===== config.mk =====
export PLATFORM = sky130hd
export DESIGN_NAME = mem_request_arbiter
export DESIGN_NICKNAME = d
export VERILOG_FILES = /design/src/rtl/mem_request_arbiter_pkg.sv /design/src/rtl/mem_request_arbiter_req_fifo.sv /design/src/rtl/mem_request_arbiter.sv
export SDC_FILE = /design/constraint.sdc
export NUM_CORES = 1
export LEC_CHECK = 0
export CAP_MARGIN = 20
export CORE_MARGIN = 2
export CORE_UTILIZATION = 37
export CTS_CLUSTER_DIAMETER = 120
export CTS_CLUSTER_SIZE = 28
export DETAILED_ROUTE_END_ITERATION = 8
export PLACE_DENSITY_LB_ADDON = 0.2
export SLEW_MARGIN = 20
export SYNTH_ARGS = -nofsm -noshare
export SYNTH_HDL_FRONTEND = slang
export SYNTH_SLANG_ARGS = --single-unit

===== constraint.sdc =====
create_clock -name clk -period 6.9 [get_ports clk]
set_input_delay 1.38 -clock clk [delete_from_list [all_inputs] [get_ports clk]]
set_output_delay 1.38 -clock clk [all_outputs]
set_load 0.01 [all_outputs]

===== src/rtl/mem_request_arbiter_pkg.sv =====
// Shared definitions for the memory request arbiter: AXI field widths,
// arbitration modes, request record and default watermark/age settings.
package MemoryController_Definitions;

  localparam int unsigned AXI_ADDRWIDTH = 32;
  localparam int unsigned AXI_IDWIDTH   = 4;
  localparam int unsigned NUM_FSM       = 4;

  localparam int unsigned WR_HIGH_WM_DEF  = 6;
  localparam int unsigned WR_LOW_WM_DEF   = 2;
  localparam int unsigned ARB_MAX_AGE_DEF = 64;

  typedef enum logic {
    READ_MODE   = 1'b0,
    WRITE_DRAIN = 1'b1
  } arb_mode_e;

  typedef struct packed {
    logic [AXI_ADDRWIDTH-1:0] addr;
    logic [AXI_IDWIDTH-1:0]   id;
  } axi_req_t;

endpackage


===== src/rtl/mem_request_arbiter_req_fifo.sv =====
// Synchronous request FIFO with occupancy count. Full is derived from the
// registered count, so a push on a full FIFO is refused even when a pop
// happens in the same cycle.
module req_fifo #(
  parameter int unsigned WIDTH = 36,
  parameter int unsigned DEPTH = 8
) (
  input  logic                     clk,
  input  logic                     rst_n,
  input  logic                     i_push,
  input  logic [WIDTH-1:0]         i_data,
  input  logic                     i_pop,
  output logic [WIDTH-1:0]         o_data,
  output logic [$clog2(DEPTH):0]   o_count,
  output logic                     o_full
);

  localparam int unsigned AW = $clog2(DEPTH);
  localparam int unsigned CW = AW + 1;

  logic [WIDTH-1:0] r_mem [DEPTH];
  logic [AW-1:0]    r_wr_ptr;
  logic [AW-1:0]    r_rd_ptr;
  logic [CW-1:0]    r_count;
  logic             w_push;
  logic             w_pop;

  assign o_full  = (r_count == CW'(DEPTH));
  assign w_push  = i_push && !o_full;
  assign w_pop   = i_pop && (r_count != '0);
  assign o_data  = r_mem[r_rd_ptr];
  assign o_count = r_count;

  // Storage write; contents need no reset since count gates visibility.
  always_ff @(posedge clk) begin
    if (w_push) r_mem[r_wr_ptr] <= i_data;
  end

  // Pointers wrap naturally at DEPTH; count tracks occupancy separately.
  always_ff @(posedge clk or negedge rst_n) begin
    if (!rst_n) begin
      r_wr_ptr <= '0;
      r_rd_ptr <= '0;
      r_count  <= '0;
    end else begin
      if (w_push) r_wr_ptr <= r_wr_ptr + 1'b1;
      if (w_pop)  r_rd_ptr <= r_rd_ptr + 1'b1;
      case ({w_push, w_pop})
        2'b10:   r_count <= r_count + 1'b1;
        2'b01:   r_count <= r_count - 1'b1;
        default: r_count <= r_count;
      endcase
    end
  end

endmodule


===== src/rtl/mem_request_arbiter.sv =====
// Read/write address request arbiter in front of address translation.
// Buffers AR and AW requests, presents one head per cycle under a
// write-drain watermark FSM and pops it when the translation stage routes it.
// Optional build macro MEM_ARB_AGE_EN adds a write starvation age counter.
module mem_request_arbiter
  import MemoryController_Definitions::*;
#(
  parameter int unsigned RD_DEPTH   = 8,
  parameter int unsigned WR_DEPTH   = 8,
  parameter int unsigned WR_HIGH_WM = WR_HIGH_WM_DEF,
  parameter int unsigned WR_LOW_WM  = WR_LOW_WM_DEF,
  parameter int unsigned MAX_AGE    = ARB_MAX_AGE_DEF
) (
  input  logic                          clk,
  input  logic                          rst_n,
  input  logic                          arValid,
  input  logic [AXI_ADDRWIDTH-1:0]      arAddr,
  input  logic [AXI_IDWIDTH-1:0]        arId,
  output logic                          arReady,
  input  logic                          awValid,
  input  logic [AXI_ADDRWIDTH-1:0]      awAddr,
  input  logic [AXI_IDWIDTH-1:0]        awId,
  output logic                          awReady,
  output logic                          readValid,
  output logic [AXI_ADDRWIDTH-1:0]      readAddr,
  output logic                          writeValid,
  output logic [AXI_ADDRWIDTH-1:0]      writeAddr,
  input  logic [NUM_FSM-1:0]            targetFSMVector,
  output logic                          issueValid,
  output logic                          issueIsWrite,
  output logic [AXI_IDWIDTH-1:0]        issueId,
  output logic [$clog2(RD_DEPTH):0]     rdCount,
  output logic [$clog2(WR_DEPTH):0]     wrCount,
  output logic                          drainMode
);

  localparam int unsigned RCW = $clog2(RD_DEPTH) + 1;
  localparam int unsigned WCW = $clog2(WR_DEPTH) + 1;

  // Elaboration-time sanity check of the configuration.
  if (WR_LOW_WM >= WR_HIGH_WM || WR_HIGH_WM > WR_DEPTH || MAX_AGE == 0 ||
      RD_DEPTH < 2 || WR_DEPTH < 2) begin : g_param_check
    $error("mem_request_arbiter: invalid parameter combination");
  end

  arb_mode_e       r_mode;
  arb_mode_e       w_mode_nxt;
  axi_req_t        w_ar_req;
  axi_req_t        w_aw_req;
  axi_req_t        w_rd_head;
  axi_req_t        w_wr_head;
  logic            w_rd_full;
  logic            w_wr_full;
  logic            w_ar_push;
  logic            w_aw_push;
  logic            w_rd_pop;
  logic            w_wr_pop;
  logic            w_accept;
  logic            w_force;
  logic [RCW-1:0]  w_rd_cnt_nxt;
  logic [WCW-1:0]  w_wr_cnt_nxt;

  assign w_ar_req  = '{addr: arAddr, id: arId};
  assign w_aw_req  = '{addr: awAddr, id: awId};
  assign arReady   = !w_rd_full;
  assign awReady   = !w_wr_full;
  assign w_ar_push = arValid && arReady;
  assign w_aw_push = awValid && awReady;
  assign w_accept  = |targetFSMVector;

  req_fifo #(.WIDTH($bits(axi_req_t)), .DEPTH(RD_DEPTH)) u_rd_fifo (
    .clk     (clk),
    .rst_n   (rst_n),
    .i_push  (w_ar_push),
    .i_data  (w_ar_req),
    .i_pop   (w_rd_pop),
    .o_data  (w_rd_head),
    .o_count (rdCount),
    .o_full  (w_rd_full)
  );

  req_fifo #(.WIDTH($bits(axi_req_t)), .DEPTH(WR_DEPTH)) u_wr_fifo (
    .clk     (clk),
    .rst_n   (rst_n),
    .i_push  (w_aw_push),
    .i_data  (w_aw_req),
    .i_pop   (w_wr_pop),
    .o_data  (w_wr_head),
    .o_count (wrCount),
    .o_full  (w_wr_full)
  );

`ifdef MEM_ARB_AGE_EN
  localparam int unsigned AGE_W = $clog2(MAX_AGE + 1);
  logic [AGE_W-1:0] r_age;

  // Forced write slot: held until that write is accepted, which clears the age.
  assign w_force = (r_age == AGE_W'(MAX_AGE));

  // Age of waiting writes while reads own the port; saturates at MAX_AGE.
  always_ff @(posedge clk or negedge rst_n) begin
    if (!rst_n) begin
      r_age <= '0;
    end else if (r_mode == WRITE_DRAIN || w_wr_pop) begin
      r_age <= '0;
    end else if (wrCount != '0 && !w_force) begin
      r_age <= r_age + 1'b1;
    end
  end
`else
  assign w_force = 1'b0;
`endif

  assign readValid    = (r_mode == READ_MODE) && !w_force && (rdCount != '0);
  assign writeValid   = ((r_mode == WRITE_DRAIN) || w_force) && (wrCount != '0);
  assign readAddr     = w_rd_head.addr;
  assign writeAddr    = w_wr_head.addr;
  assign w_rd_pop     = readValid && w_accept;
  assign w_wr_pop     = writeValid && w_accept;
  assign issueValid   = w_rd_pop || w_wr_pop;
  assign issueIsWrite = w_wr_pop;
  assign issueId      = w_wr_pop ? w_wr_head.id : (w_rd_pop ? w_rd_head.id : '0);
  assign drainMode    = (r_mode == WRITE_DRAIN);

  assign w_rd_cnt_nxt = rdCount + RCW'(w_ar_push) - RCW'(w_rd_pop);
  assign w_wr_cnt_nxt = wrCount + WCW'(w_aw_push) - WCW'(w_wr_pop);

  // Watermark transitions, judged on occupancy after this cycle's push/pop.
  always_comb begin
    w_mode_nxt = r_mode;
    case (r_mode)
      READ_MODE: begin
        if (w_wr_cnt_nxt >= WCW'(WR_HIGH_WM) ||
            (w_rd_cnt_nxt == '0 && w_wr_cnt_nxt != '0))
          w_mode_nxt = WRITE_DRAIN;
      end
      WRITE_DRAIN: begin
        if (w_wr_cnt_nxt == '0 ||
            (w_wr_cnt_nxt <= WCW'(WR_LOW_WM) && w_rd_cnt_nxt != '0))
          w_mode_nxt = READ_MODE;
      end
      default: w_mode_nxt = READ_MODE;
    endcase
  end

  // Arbitration mode register.
  always_ff @(posedge clk or negedge rst_n) begin
    if (!rst_n) r_mode <= READ_MODE;
    else        r_mode <= w_mode_nxt;
  end

endmodule


### After elaboration in Yosys (flattened, before gate mapping)

Memories as Yosys holds them, arrays and structs flattened.
Index checks and enable logic that the tools add are counted.

| operators by class | value |
|---|---|
| $add $sub $neg | 12 |
| $lt $le $gt $ge | 2 |
| equality and inequality tests | 6 |
| muxes and demuxes | 11 |
| bitwise gates (word level) | 1 |
| reductions and logical operators | 26 |

Operators by type and width:

| operator | number |
|---|---|
| $pmux W4 S2 | 2 |
| $reduce_bool A4 Y1 | 4 |
| $add A3 B1 Y3 const B | 4 |
| $logic_and A1 B1 Y1 | 12 |
| $add A4 B1 Y4 | 2 |
| $add A4 B1 Y4 const B | 2 |
| $eq A4 B4 Y1 const B | 2 |
| $logic_not A4 Y1 | 2 |
| $mux W4 | 2 |
| $sub A4 B1 Y4 | 2 |
| $sub A4 B1 Y4 const B | 2 |
| $mux W1 | 6 |
| $eq A2 B1 Y1 const B | 2 |
| $eq A2 B2 Y1 const B | 2 |
| $ge A4 B3 Y1 const B | 1 |
| $le A4 B2 Y1 const B | 1 |
| $reduce_bool A2 Y1 | 2 |
| $reduce_or A4 Y1 | 1 |
| $logic_or A1 B1 Y1 | 3 |
| $logic_not A1 Y1 | 2 |
| $pmux W1 S2 | 1 |
| $not A1 Y1 | 1 |

| storage, ports and cells | value |
|---|---|
| bits in registers | 21 |
| RAM bits | 576 |
| input port bits | 80 |
| output and inout bits | 83 |
| logic and storage cells | 67 |
| memories kept | 2 |

Memories:

| name | words | width | read ports | clocked after Yosys merged registers in | wr ports | RTL line | source |
|---|---|---|---|---|---|---|---|
| u_rd_fifo.r_mem | 8 | 36 | 1 | 0 | 1 | mem_request_arbiter_req_fifo.sv:21 | `logic [WIDTH-1:0] r_mem [DEPTH];` |
| u_wr_fifo.r_mem | 8 | 36 | 1 | 0 | 1 | mem_request_arbiter_req_fifo.sv:21 |  |

### Depth between registers and ports, before layout

Gate-level depths: netlist (run 1).

| depth | value |
|---|---|
| depth after elaboration | 10 |
| gate-level depth with buffers | 14 |
| mapped depth without buffers | 14 |

### Hierarchy

From an unflattened synthesis (run 1), not the netlist that was laid out.

| second synthesis, totals | value |
|---|---|
| cells, all modules | 1024 |
| area total of the unflattened synthesis | 23775.3 µm² |

By module, submodules not included:

| module | instances | cells an instance | area an instance (µm²) | sequential area each (µm²) |
|---|---|---|---|---|
| req_fifo at u_wr_fifo | 1 | 482 | 11668.7 | 8898.5 |
| req_fifo at u_rd_fifo | 1 | 482 | 11664.9 | 8898.5 |
| mem_request_arbiter | 1 | 60 | 441.7 | 25.0 |

### Worst setup path before layout (run 1)

No wires, ideal clock.

| timing path | value |
|---|---|
| path kind | input to register |
| from | input awValid |
| to | memory u_wr_fifo.r_mem[0][0] (enable) |
| library setup time | 0.519 ns |
| data arrival time | 5.002 ns |
| required time | 6.381 ns |
| path slack | 1.379 ns |
| stages on the path | 2 |
| path buffers | 0 |
| path through | nand2_1 nor4_1 |

| on the way | value |
|---|---|
| word-level cells in the longest chain between the ends | 4 |

RTL lines:

| what | RTL line | source |
|---|---|---|
| start: declaration | mem_request_arbiter.sv:20 | `input logic awValid,` |
| $logic_and A1 B1 Y1 | mem_request_arbiter.sv:68 | `assign w_aw_push = awValid && awReady;` |
| $logic_and A1 B1 Y1 | mem_request_arbiter_req_fifo.sv:29 | `assign w_push = i_push && !o_full;` |
| $mux W1 | mem_request_arbiter_req_fifo.sv:36 | `if (w_push) r_mem[r_wr_ptr] <= i_data;` |
| $mux W1 (implied by the code) | mem_request_arbiter_req_fifo.sv:36 |  |
| end: declaration | mem_request_arbiter_req_fifo.sv:21 |  |

Every way passes these cells.

### Worst setup path after layout (run 1)

| timing path | value |
|---|---|
| from | register u_wr_fifo.r_rd_ptr[0] |
| to | output writeAddr[0] |

| on the way | value |
|---|---|
| word-level cells in the longest chain between the ends | 1 |

RTL lines:

| what | RTL line | source |
|---|---|---|
| start: declaration | mem_request_arbiter_req_fifo.sv:23 | `logic [AW-1:0] r_rd_ptr;` |
| start signal: assignment | mem_request_arbiter_req_fifo.sv:47 | `if (w_pop) r_rd_ptr <= r_rd_ptr + 1'b1;` |
| $mem_v2 Z8 W36 | - |  |
| end: declaration | mem_request_arbiter.sv:27 | `output logic [AXI_ADDRWIDTH-1:0] writeAddr,` |

Every way passes these cells.

==> metrics.cfg, run 1 <==
[clock_tree]
hold_buffers = 0
clock_latency_ns = 0.60
cts_setup_buffers = 0
cts_buffer_depth = 3
worst_setup_hold_path_clk_slew_ns = 0.12
cts_tree = yes
cts_buffers = 25
cts-root-buf = clkbuf_16
htreeDepth = 1
post_cts_resize_count = 0
clock-sinks = 597

[detailed_routing]
met1_length_mm = 22.3
routed_wl_mm = 47.9
routed-wl-met2_mm = 23.0
top_layer = met5
via_count = 10300
drc = 0
wl_met3_mm = 1.85
drt-pass1-iter-count = 4
post_drt_wl_per_cell_um = 23.6
post_drt_via_cell_ratio = 5.08
postRouteAntennaNets = 0
drt_iter0_drc = 551

[sta]
min_period_over_period = 0.734
period_minus_slack_ns = 5.06
worstMarginPinSlew_ns = 1.02
finalClockSkew_ns = 0.0383
tns_ns = 0
clock.fmax_mhz = 197
setup_viol = 0
slew_headroom = 0.322
setup_ws_ns = 1.84
rsz0062_at_grt = false
hold_violations = 0
slew_viol_final = 0

[final_layout]
final_common_cell = edfxtp_1
finalNetCount = 1274
layout-drive-gt1-share = 0.122
multi_input_area_um2 = 5620
syn_to_final_growth_pct = 14.3
layout_common_cells = edfxtp_1, clkdlybuf4s50_1, mux4_1
fillers = 5418
seq_area_um2 = 17800

[logic_synthesis]
syn_nets = 1102
yosys.area.top_type = edfxtp_1
ys_warn_count = 0
ys_seq_area_frac = 0.753
avgSynthCellArea_um2 = 23.7
synth_area_leaders = edfxtp_1, mux4_1, mux2_2
yosysTopAreaCellShare = 0.731
synth_cells = 997
synth_area_um2 = 23700
ys_seq_elements = 597
ys_types = 30

[power_and_ir_drop]
p_sw_w = 0.00319
fin_total_pwr_w = 0.0105
p_leak_nw = 8.83
combinationalPowerShare = 0.359
power_frac_seq = 0.474
peakVddDrop_v = 0.000223
p_clk_frac = 0.167
power.switching_fraction = 0.305
powerDensity_nw_per_um2 = 387
p_int_w = 0.00727

[global_route]
overflow = 0
grt_pass1_wl_mm = 70.8
grt_use_total = 0.143
grt_start_max_net_pins = 57
antenna_found_initial = 4
grt_pass1_vias = 10800

[place]
dpl.hpwl_mm = 25.3
port-buffer-count = 162
place_ws_ns = 2.36
place_congestion = 0.721

[floorplanning]
dieWidth_um = 257
start_util = 0.375
ios = 163
num_rows = 92
core_um2 = 63200
die_y_um = 257
fp.dieArea_um2 = 66000

[worst_setup_path]
start_kind = flip-flop
crit_type = flip-flop to output pin
required_ns = 5.52
arrival_ns = 3.68
cp-end-kind = output pin
path_max_fanout = 44

[flow_run]
drv_cap = 0

[run_status]
status = finished, final reports clean

[hold_path]
hp-class = flip-flop to flip-flop

## layer usage
layer	track usage	up-vias
li1	-	4607
met5	0	-
met1	0.204	5515
met3	0.0267	38
met4	0.0236	6
met2	0.234	142
## through the flow
step	utilization	hold WS [ns]	area [um^2]	instances
after global placement	0.417	0.517	26400	1988
after CTS	0.428	0.551	27100	2027
after detailed placement	0.417	0.521	26400	1988
after floorplan	-	0.491	23700	997
after global routing	0.428	0.606	27100	2027
final	0.428	0.545	27100	2028
## area by class of cell
class | instances | area share
diodes | 1 | 0.0000925
clock inverters | 3 | 0.00116
multi-input cells | 343 | 0.207
well taps | 846 | 0.0391
inverters | 17 | 0.00236
flip-flops and latches | 597 | 0.659
repair buffers | 185 | 0.0661
clock buffers | 36 | 0.0246
## Yosys cell counts
cell type,instances
ha_1,21
o21ai_0,5
fa_1,4
nand3_1,5
buf_2,5
inv_1,17
buf_6,16
mux4_1,144
o22ai_1,4
xor2_1,3
a21o_1,4
mux2i_1,8
or4_4,1
nand2_2,2
nor3_1,7
xnor2_1,16
or2_2,1
nand2b_1,4
buf_1,10
nor2_1,14
edfxtp_1,576
mux2_2,66
a21boi_0,1
clkbuf_2,3
a21oi_1,8
dfrtp_1,21
nand2_1,23
nor4_1,1
nor3b_1,1
clkbuf_1,6
## final timing paths
path                                       start                     to  slack (ns)  cells past startpoint
setup reg to reg            u_rd_fifo.o_count[2]              drainMode        3.92                     14
min in group asynchronous                  rst_n   u_wr_fifo.o_count[2]        0.74                      1
hold / removal             u_rd_fifo.r_wr_ptr[0]  u_rd_fifo.r_wr_ptr[0]        0.55                      2
setup / recovery           u_wr_fifo.r_rd_ptr[0]           writeAddr[0]        1.84                      4
hold reg to reg            u_rd_fifo.r_wr_ptr[0]  u_rd_fifo.r_wr_ptr[0]        0.55                      2
max in group asynchronous                  rst_n  u_wr_fifo.r_rd_ptr[0]        5.76                      1
## flip-flops by register name (all words and copies together), names as in the netlist
signal,flops
u_rd_fifo.r_mem,288
u_wr_fifo.r_rd_ptr,3
u_rd_fifo.r_rd_ptr,3
u_wr_fifo.o_count,4
u_rd_fifo.o_count,4
drainMode,1
u_wr_fifo.r_mem,288
u_rd_fifo.r_wr_ptr,3
u_wr_fifo.r_wr_ptr,3
## critical path, stage by stage, from the launching register on
cell and delay [ns]:
dfrtp_4 0.98, buf_4 0.60, mux4_1 0.62, mux2_2 0.28, clkdlybuf4s50_1 0.55
## cell families (layout without fill, tap and decap cells)
family / count (synthesis) / in the layout / share of synthesized area
other cells: 0 / 1 / 0
simple gates: 59 / 59 / 0.0113
flops: 597 / 597 / 0.753
xor+xnor: 19 / 19 / 0.00703
fa+ha+maj: 25 / 25 / 0.0145
buf+inv: 57 / 241 / 0.0145
compound gates: 22 / 22 / 0.00539
mux: 218 / 218 / 0.195
## power groups by stage
stage	sequential (W)	combinational [W]	clock [W]
final	0.00496	0.00376	0.00175
after global routing	0.00504	0.00407	0.00194
after CTS	0.00498	0.00386	0.00183
after detailed placement	0.00507	0.00384	0
after global placement	0.00504	0.00382	0
after floorplan	0.00479	0.00247	0
No activity file was read; power rests on OpenSTA's default activity.
==> run 2: changes to the inputs <==
==> constraint.sdc (replaced) <==
create_clock -name clk -period 4.7 [get_ports clk]
set_input_delay 0.94 -clock clk [delete_from_list [all_inputs] [get_ports clk]]
set_output_delay 0.94 -clock clk [all_outputs]
set_load 0.01 [all_outputs]
==> run 2 against run 1 <==
Sequential share of layout area down 0.25 points. Clock power up 46%. Cell area up 0.37%. Wire length down 0.53%. Cell count up 0.25%. Critical endpoint is now readAddr[15].
==> metrics.cfg, run 2 (synthesized netlist as in run 1, its figures left out) <==
[place]
placed_area_um2 = 26500  ; +0.43%
dpl.hpwl_mm = 27.0  ; +6.8%
port-buffer-count = 162  ; unchanged
place_congestion = 0.724  ; +0.42%

[worst_setup_path]
start_kind = flip-flop
path_max_fanout = 24  ; -45%
critPathLaunch = u_rd_fifo.r_rd_ptr[0]
crit_type = flip-flop to output pin
required_ns = 3.76  ; -1.76 ns
cp-end-kind = output pin
arrival_ns = 3.20  ; -0.48 ns
r2r_start = u_rd_fifo.o_count[2]
max_stage_delay_ns = 0.75  ; -0.23 ns
crit_path_cell_trace = buf_4, mux4_1, mux2_2, clkdlybuf4s50_1
critPathSlowestCell = dfrtp_4

[sta]
tns_ns = 0  ; unchanged
setup_viol = 0  ; unchanged
min_period_over_period = 0.882
hold_violations = 0  ; unchanged
finalClockSkew_ns = 0.0301  ; -0.00817 ns
slew_viol_final = 0  ; unchanged
rsz0062_at_grt = false
clock.fmax_mhz = 241
period_minus_slack_ns = 4.14
slew_headroom = 0.481  ; +0.159
worstMarginPinSlew_ns = 0.777  ; -0.240 ns

[global_route]
antenna_found_initial = 6  ; +2
grt_use_total = 0.142  ; -0.000913
grt_pass1_vias = 10800  ; -0.046%
grt_start_max_net_pins = 44  ; -23%
overflow = 0  ; unchanged
grt_pass1_wl_mm = 70.5  ; -0.38%

[final_layout]
layout_common_cells = edfxtp_1, clkdlybuf4s50_1, mux4_1
final_area_um2 = 27200  ; +0.37%
layout-drive-gt1-share = 0.130  ; +0.00781
final_common_cell = edfxtp_1
syn_to_final_growth_pct = 14.7
antenna_cells = 0  ; -1
reg_top3 = u_rd_fifo.r_mem x288, u_wr_fifo.r_mem x288
finalNetCount = 1283  ; +0.71%

[power_and_ir_drop]
p_leak_nw = 8.89  ; +0.65%
fin_total_pwr_w = 0.0154  ; +47%
powerDensity_nw_per_um2 = 568  ; +47%
peakVddDrop_v = 0.000394  ; +77%

[clock_tree]
cts_buffer_depth = 3  ; unchanged
cts_setup_buffers = 0  ; unchanged
clock_latency_ns = 0.60  ; about the same
cts-root-buf = clkbuf_16
cts_buffers = 25  ; unchanged
cts_tree = yes
hold_buffers = 0  ; unchanged
post_cts_resize_count = 0  ; unchanged
htreeDepth = 1  ; unchanged
clock-sinks = 597  ; unchanged
worst_setup_hold_path_clk_slew_ns = 0.11  ; about the same

[detailed_routing]
drt_iter0_drc = 641  ; +16%
post_drt_wl_per_cell_um = 23.4  ; -0.77%
drc = 0  ; unchanged
drt-pass1-iter-count = 4  ; unchanged
post_drt_via_cell_ratio = 5.05  ; -0.72%
routed_wl_mm = 47.7  ; -0.53%
postRouteAntennaNets = 0  ; unchanged
via_count = 10300  ; -0.48%

[floorplanning]
ios = 163  ; unchanged
die_y_um = 257  ; unchanged
dieWidth_um = 257  ; unchanged
start_util = 0.375  ; unchanged
num_rows = 92  ; unchanged
fp.dieArea_um2 = 66000  ; unchanged
core_um2 = 63200  ; unchanged

[hold_path]
hp-class = primary input to asynchronous set/reset pin

[run_status]
status = finished, final reports clean

[flow_run]
drv_cap = 0  ; unchanged

==> run 2: routing by layer <==
metal,GRT usage,vias up,share of wire
li1,-,4621,-
met1,0.188,5449,0.44
met2,0.250,131,0.51
met3,0.0255,46,0.037
met4,0.0236,12,0.012
met5,0,-,0.0016
==> run 2: final timing paths <==
kind | to | cells past startpoint | slack (ns)
worst max register to register | drainMode | 14 | 1.75
max in group asynchronous | u_wr_fifo.r_rd_ptr[0] | 1 | 4.01
worst max-delay path | readAddr[15] | 4 | 0.56
min in group clk | u_rd_fifo.r_wr_ptr[0] | 2 | 0.56
worst min-delay path | u_wr_fifo.o_count[2] | 1 | 0.31
worst min register to register | u_rd_fifo.r_wr_ptr[0] | 2 | 0.56
==> run 2: stage by stage <==
stage	cells	util	worst slack (ns)	hold slack (ns)
floorplan	997	-	0.381	0.491
global placement	1997	0.419	0.926	0.507
detailed placement	1997	0.419	0.906	0.540
CTS	2033	0.430	0.472	0.568
global route	2033	0.430	0.429	0.296
finish	2033	0.430	0.557	0.305
==> run 2: report_power, final <==
part | switching, W | internal (W) | total [W]
Clock | 0.00155 | 0.000997 | 0.00255
Sequential | 0.000506 | 0.00670 | 0.00721
Combinational | 0.00265 | 0.00302 | 0.00567
==> run 2: cell type report <==
cell class	count	area [um^2]
Inverter	17	63.8
Clock buffer	32	652
Timing Repair Buffer	194	1890
Fill cell	5352	36000
Clock inverter	4	36.3
Multi-Input combinational cell	343	5620
Sequential cell	597	17800
Tap cell	846	1060
==> run 2: worst max-delay path: cells and delay by family (launching register included) <==
kind	cells	cell delay, ns
muxes	2	0.93
buffers and inverters	2	0.89
DFF	1	0.75
